$ cat src/rtl/dense_25d_ctrl.sv
// -----------------------------------------------------------------------------
// dense_25d_ctrl
//
// Frame sequencer for the dense_25D dense/convolution layer. It reads one frame
// of pixels from a single-port frame memory and streams them with no gaps into
// the free-running dense_25D shift-register/tree datapath. It also tags the
// pixel_vector_out cycles that carry a valid window result. A start/busy/done
// handshake connects it to the network-level scheduler.
//
// State table:
//   state     | meaning
//   ----------+-----------------------------------------------------------
//   S_IDLE    | waiting for start; all strobes low
//   S_STREAM  | one memory read per cycle, addresses 0..FRAME_PIXELS-1
//   S_DRAIN   | reads finished; waiting for the final window result
//   S_DONE    | one-cycle done pulse, then back to idle
//
// Parameters:
//   P_SR_DEPTH    pixels per datapath shift-register row
//   NUM_SR_ROWS   shift-register rows (FILL = P_SR_DEPTH*NUM_SR_ROWS)
//   PIPE_LAT      cycles from last window pixel presented to its result
//   FRAME_PIXELS  pixels per frame (>= FILL)
//   ADDR_W        width of memory address and window index
//
// Ports:
//   clock       in   rising-edge clock
//   reset       in   asynchronous, active-low reset
//   start       in   single-cycle frame request, sampled only in S_IDLE
//   busy        out  high from the cycle after accepted start through done
//   done        out  one-cycle pulse after the last valid window
//   rd_en       out  frame-memory read strobe (data returns 1 cycle later)
//   rd_addr     out  frame-memory address
//   pix_valid   out  memory read data is on the datapath input this cycle
//   out_valid   out  datapath output holds a valid window result
//   out_last    out  final window of the frame (only with out_valid)
//   window_idx  out  0-based index of the current valid window
// -----------------------------------------------------------------------------
module dense_25d_ctrl #(
    parameter int P_SR_DEPTH   = 4,
    parameter int NUM_SR_ROWS  = 4,
    parameter int PIPE_LAT     = 7,
    parameter int FRAME_PIXELS = 20,
    parameter int ADDR_W       = 16
) (
    input  logic              clock,
    input  logic              reset,
    input  logic              start,
    output logic              busy,
    output logic              done,
    output logic              rd_en,
    output logic [ADDR_W-1:0] rd_addr,
    output logic              pix_valid,
    output logic              out_valid,
    output logic              out_last,
    output logic [ADDR_W-1:0] window_idx
);

    localparam int FILL = P_SR_DEPTH * NUM_SR_ROWS;

    // Pixel index at which the datapath first holds a complete window, and the
    // index of the last pixel of the frame.
    localparam logic [ADDR_W-1:0] FIRST_WIN_PIX = ADDR_W'(FILL - 1);
    localparam logic [ADDR_W-1:0] LAST_PIX      = ADDR_W'(FRAME_PIXELS - 1);

    generate
        if (FRAME_PIXELS < FILL) begin : g_bad_frame
            $error("dense_25d_ctrl: FRAME_PIXELS must be >= P_SR_DEPTH*NUM_SR_ROWS");
        end
        if (PIPE_LAT < 1) begin : g_bad_lat
            $error("dense_25d_ctrl: PIPE_LAT must be at least 1");
        end
    endgenerate

    typedef enum logic [1:0] {
        S_IDLE   = 2'd0,
        S_STREAM = 2'd1,
        S_DRAIN  = 2'd2,
        S_DONE   = 2'd3
    } state_t;

    state_t              state;
    logic [ADDR_W-1:0]   pix_idx;     // index of the pixel currently on pixel_vector_in
    logic [PIPE_LAT-1:0] tag_sr;      // window-valid tags in flight through the datapath
    logic [PIPE_LAT-1:0] last_sr;     // final-window tags, aligned with tag_sr

    logic win_tag;
    logic last_tag;

    // A window is complete once FILL fresh pixels have entered the datapath.
    // This gating keeps stale pixels from a prior frame from ever being tagged.
    assign win_tag  = pix_valid && (pix_idx >= FIRST_WIN_PIX);
    assign last_tag = pix_valid && (pix_idx == LAST_PIX);

    // Both taps are flop outputs, so they behave as registered outputs.
    assign out_valid = tag_sr[PIPE_LAT-1];
    assign out_last  = last_sr[PIPE_LAT-1];

    always_ff @(posedge clock or negedge reset) begin
        if (!reset) begin
            state      <= S_IDLE;
            busy       <= 1'b0;
            done       <= 1'b0;
            rd_en      <= 1'b0;
            rd_addr    <= '0;
            pix_valid  <= 1'b0;
            pix_idx    <= '0;
            tag_sr     <= '0;
            last_sr    <= '0;
            window_idx <= '0;
        end else begin
            // Memory read latency is one cycle.
            pix_valid <= rd_en;
            if (rd_en) begin
                pix_idx <= rd_addr;
            end

            // Tags ride alongside the datapath pipeline.
            for (int i = PIPE_LAT - 1; i > 0; i--) begin
                tag_sr[i]  <= tag_sr[i-1];
                last_sr[i] <= last_sr[i-1];
            end
            tag_sr[0]  <= win_tag;
            last_sr[0] <= last_tag;

            if (out_valid) begin
                window_idx <= window_idx + ADDR_W'(1);
            end

            done <= 1'b0;

            case (state)
                S_IDLE: begin
                    if (start) begin
                        state      <= S_STREAM;
                        busy       <= 1'b1;
                        rd_en      <= 1'b1;
                        rd_addr    <= '0;
                        window_idx <= '0;
                    end
                end
                S_STREAM: begin
                    if (rd_addr == LAST_PIX) begin
                        rd_en <= 1'b0;
                        state <= S_DRAIN;
                    end else begin
                        rd_addr <= rd_addr + ADDR_W'(1);
                    end
                end
                S_DRAIN: begin
                    if (out_last) begin
                        state <= S_DONE;
                        done  <= 1'b1;
                    end
                end
                S_DONE: begin
                    state <= S_IDLE;
                    busy  <= 1'b0;
                end
                default: begin
                    state <= S_IDLE;
                    busy  <= 1'b0;
                    rd_en <= 1'b0;
                end
            endcase
        end
    end

endmodule
$ cat config.mk
export PLATFORM = sky130hd
export DESIGN_NAME = dense_25d_ctrl
export DESIGN_NICKNAME = d
export VERILOG_FILES = /design/src/rtl/dense_25d_ctrl.sv
export SDC_FILE = /design/constraint.sdc
export NUM_CORES = 1
export LEC_CHECK = 0
export ABC_AREA = 0
export CAP_MARGIN = 20
export CORE_ASPECT_RATIO = 0.5
export CORE_UTILIZATION = 50
export DETAILED_ROUTE_END_ITERATION = 10
export GPL_ROUTABILITY_DRIVEN = 1
export PLACE_DENSITY = 0.75
export SLEW_MARGIN = 25
export SYNTH_ARGS = -nofsm -noshare
export SYNTH_HDL_FRONTEND = slang
export SYNTH_SLANG_ARGS = --single-unit
$ cat constraint.sdc
create_clock -name clock -period 2.55 [get_ports clock]
set_clock_uncertainty 0.1 [all_clocks]
set_input_delay 0.51 -clock clock [delete_from_list [all_inputs] [get_ports clock]]
set_output_delay 0.51 -clock clock [all_outputs]
set_load 0.01 [all_outputs]
==> results.yml <==
place:
  hpwl_um: 4180
  gp_congestion: 0.751
  io_buffers: 40
timing:
  setup_viol: 0
  worst_slew_pin_slew_ps: 567
  fmax_mhz: 464
  drv_slew: 0
  relSlewSlack: 0.622
  finalCritPeriodShare: 0.846
  setup_tns_ps: 0
  rsz0062_at_grt: "false"
  hold_violations: 0
  layout_min_cycle_time_ps: 2160
setup_path:
  critPathBufInv: 0
  crit_start: "rd_addr[0]"
  rr_worst_depth: 5
  cp_max_fo: 7
  critPathKind: "reg2reg"
  r2r_slack_ps: 390
  crit_slowest_cell: "dfrtp_1"
  timing.rr.start: "rd_addr[0]"
  path_cells: "ha_1 > nor4b_4 > nand4_4 > a221oi_4 > mux2_4"
  critPathRequiredTime_ps: 2660
  worstReg2RegEnd: "state[1]"
  crit_arrival_ps: 2260
  worstSetupStartpointType: "register"
  cp_top_family: "simple AND/OR/NAND/NOR gates"
  cpPeakStageDelay_ps: 440
  cp-end-kind: "register"
die:
  die-width_um: 113
  die_h_um: 57.6
  start_util: 0.541
  ios: 41
  dieArea_mm2: 0.00651
  core_area_mm2: 0.00571
  row_count: 19
clocking:
  clock_latency_ps: 320
  post-cts-setup-buffers: 0
  clk_path_buf_depth: 2
  cts.clk_slew.worst_paths_ps: 50
  hold_buffers: 0
  numCtsBuffers: 9
  cts.sinks: 68
  cts_tree: "yes"
  cts_resized: 0
  htree_levels: 3
  root_buffer: "clkbuf_16"
logic_synthesis:
  yosysMostFrequentCell: "dfrtp_1"
  synth_flop_cell: "dfrtp_1"
  synth.distinct_cells: 42
  ys_top_cells_by_count: "68 x dfrtp_1, 22 x nor2_1, 17 x mux2_2"
  synth.avg_cell_area_um2: 11.8
  synth_area_mm2: 0.00309
  synth_seq_cells: 68
  ys_top_cells_by_area: "dfrtp_1 55%, mux2_2 6.2%, xor2_1 3.7%"
  synth.yosys.seq_area_share: 0.551
  post-synth-top-area-fraction: 0.551
  synth.largest_area_cell: "dfrtp_1"
  syn_nets: 272
  async_flop_share: 1.00
  synth_cells: 262
  synth_edf_count: 0
  ys_warn_count: 0
grt:
  grt_antenna_before_repair: 0
  grt_pass1_wl_um: 10600
  grt.overflow.total: 0
  grt_start_max_net_pins: 46
  grt_usage: 0.214
  grt_pass1_vias: 2157
cells_and_area:
  area_growth_pct: 27.4
  antennaDiodeCount: 0
  drive_above_1_share: 0.164
  nets: 316
  final_core_util: 0.689
  n_fill_cell: 418
detailed_routing:
  detail-route-antenna-nets: 0
  drc: 0
  routed_wl_um: 6320
  first_iter_violations: 148
  dr_total_vias: 2168
  wl_per_cell_um: 16.5
  first_pass_iters: 4
  detail_route.vias_per_cell: 5.65
power_and_ir_drop:
  peakVddDrop_mv: 0.456
  power.density_mw_per_mm2: 669
  p_leak_nw: 1.74
  power.total_w: 0.00263
hold_path:
  hold_path.class: "in2async"
run:
  max_cap_viol_count: 0
outcome:
  run_status: "completed"
[logic make-up after synthesis]
| kind of cell | Yosys count | synth area share |
|---|---|---|
| compound gates | 34 | 0.0689 |
| xor+xnor | 17 | 0.0482 |
| fa+ha+maj | 7 | 0.0284 |
| buf+inv | 17 | 0.0268 |
| flops | 68 | 0.551 |
| mux | 20 | 0.0734 |
| simple gates | 99 | 0.203 |
[layer usage]
| layer | track usage | part of all wire |
|---|---|---|
| met1 | 0.275 | 0.45 |
| met2 | 0.361 | 0.50 |
| met3 | 0.0595 | 0.036 |
| met4 | 0.0639 | 0.013 |
| met5 | 0 | 0 |
[registers in the layout, indices dropped and copies added, names as in the netlist]
signal,flops
window_idx,16
rd_addr,16
last_sr,7
state,2
tag_sr,7
pix_idx,16
done,1
busy,1
pix_valid,1
rd_en,1
[cells in the final DEF, fill, tap and decap left out, drive strengths merged, types with 7 or more instances in the layout]
cell type       n
dfrtp          68
clkdlybuf4s50  39
nor2           22
mux2           18
nand2          16
o21ai          15
xor2           13
a21oi          12
nand3          12
clkbuf         10
nand4          10
or3             8
ha              7
[where the power goes]
part / internal, W / total, W / switching (W)
registers: 0.00108 / 0.00108 / 0
clock network: 0.00108 / 0.00152 / 0.000442
logic: 0.00000507 / 0.0000265 / 0.0000214
total: 0.00217 / 0.00263 / 0.000463
[final cells by class]
| type | instances | area [µm²] | share of cell area |
|---|---|---|---|
| Sequential cell | 68 | 1700 | 0.433 |
| Multi-Input combinational cell | 177 | 1300 | 0.331 |
| Timing Repair Buffer | 45 | 445 | 0.113 |
| Clock buffer | 10 | 239 | 0.0608 |
| Clock inverter | 6 | 134 | 0.0340 |
| Tap cell | 73 | 91.3 | 0.0232 |
| Inverter | 5 | 18.8 | 0.00477 |
[worst max-delay path by stage]
stage,endpoint,slack [ps],cells past startpoint
detailed placement,rd_addr[14],340,5
global placement,rd_addr[12],400,5
CTS,state[1],420,5
floorplan,state[1],580,5
global route,state[1],300,5
finish,state[1],390,5
[per-stage QoR]
stage                     area [µm²]  hold WS, ps  worst slack [ps]  instances
after floorplan                 3090          114               578        262
after detailed placement        3560          237               342        368
after CTS                       3930         90.6               420        384
final                           3930         80.1               393        384
after global placement          3560          232               399        368
after global routing            3930          101               301        384
(Power assumes the default switching activity.)
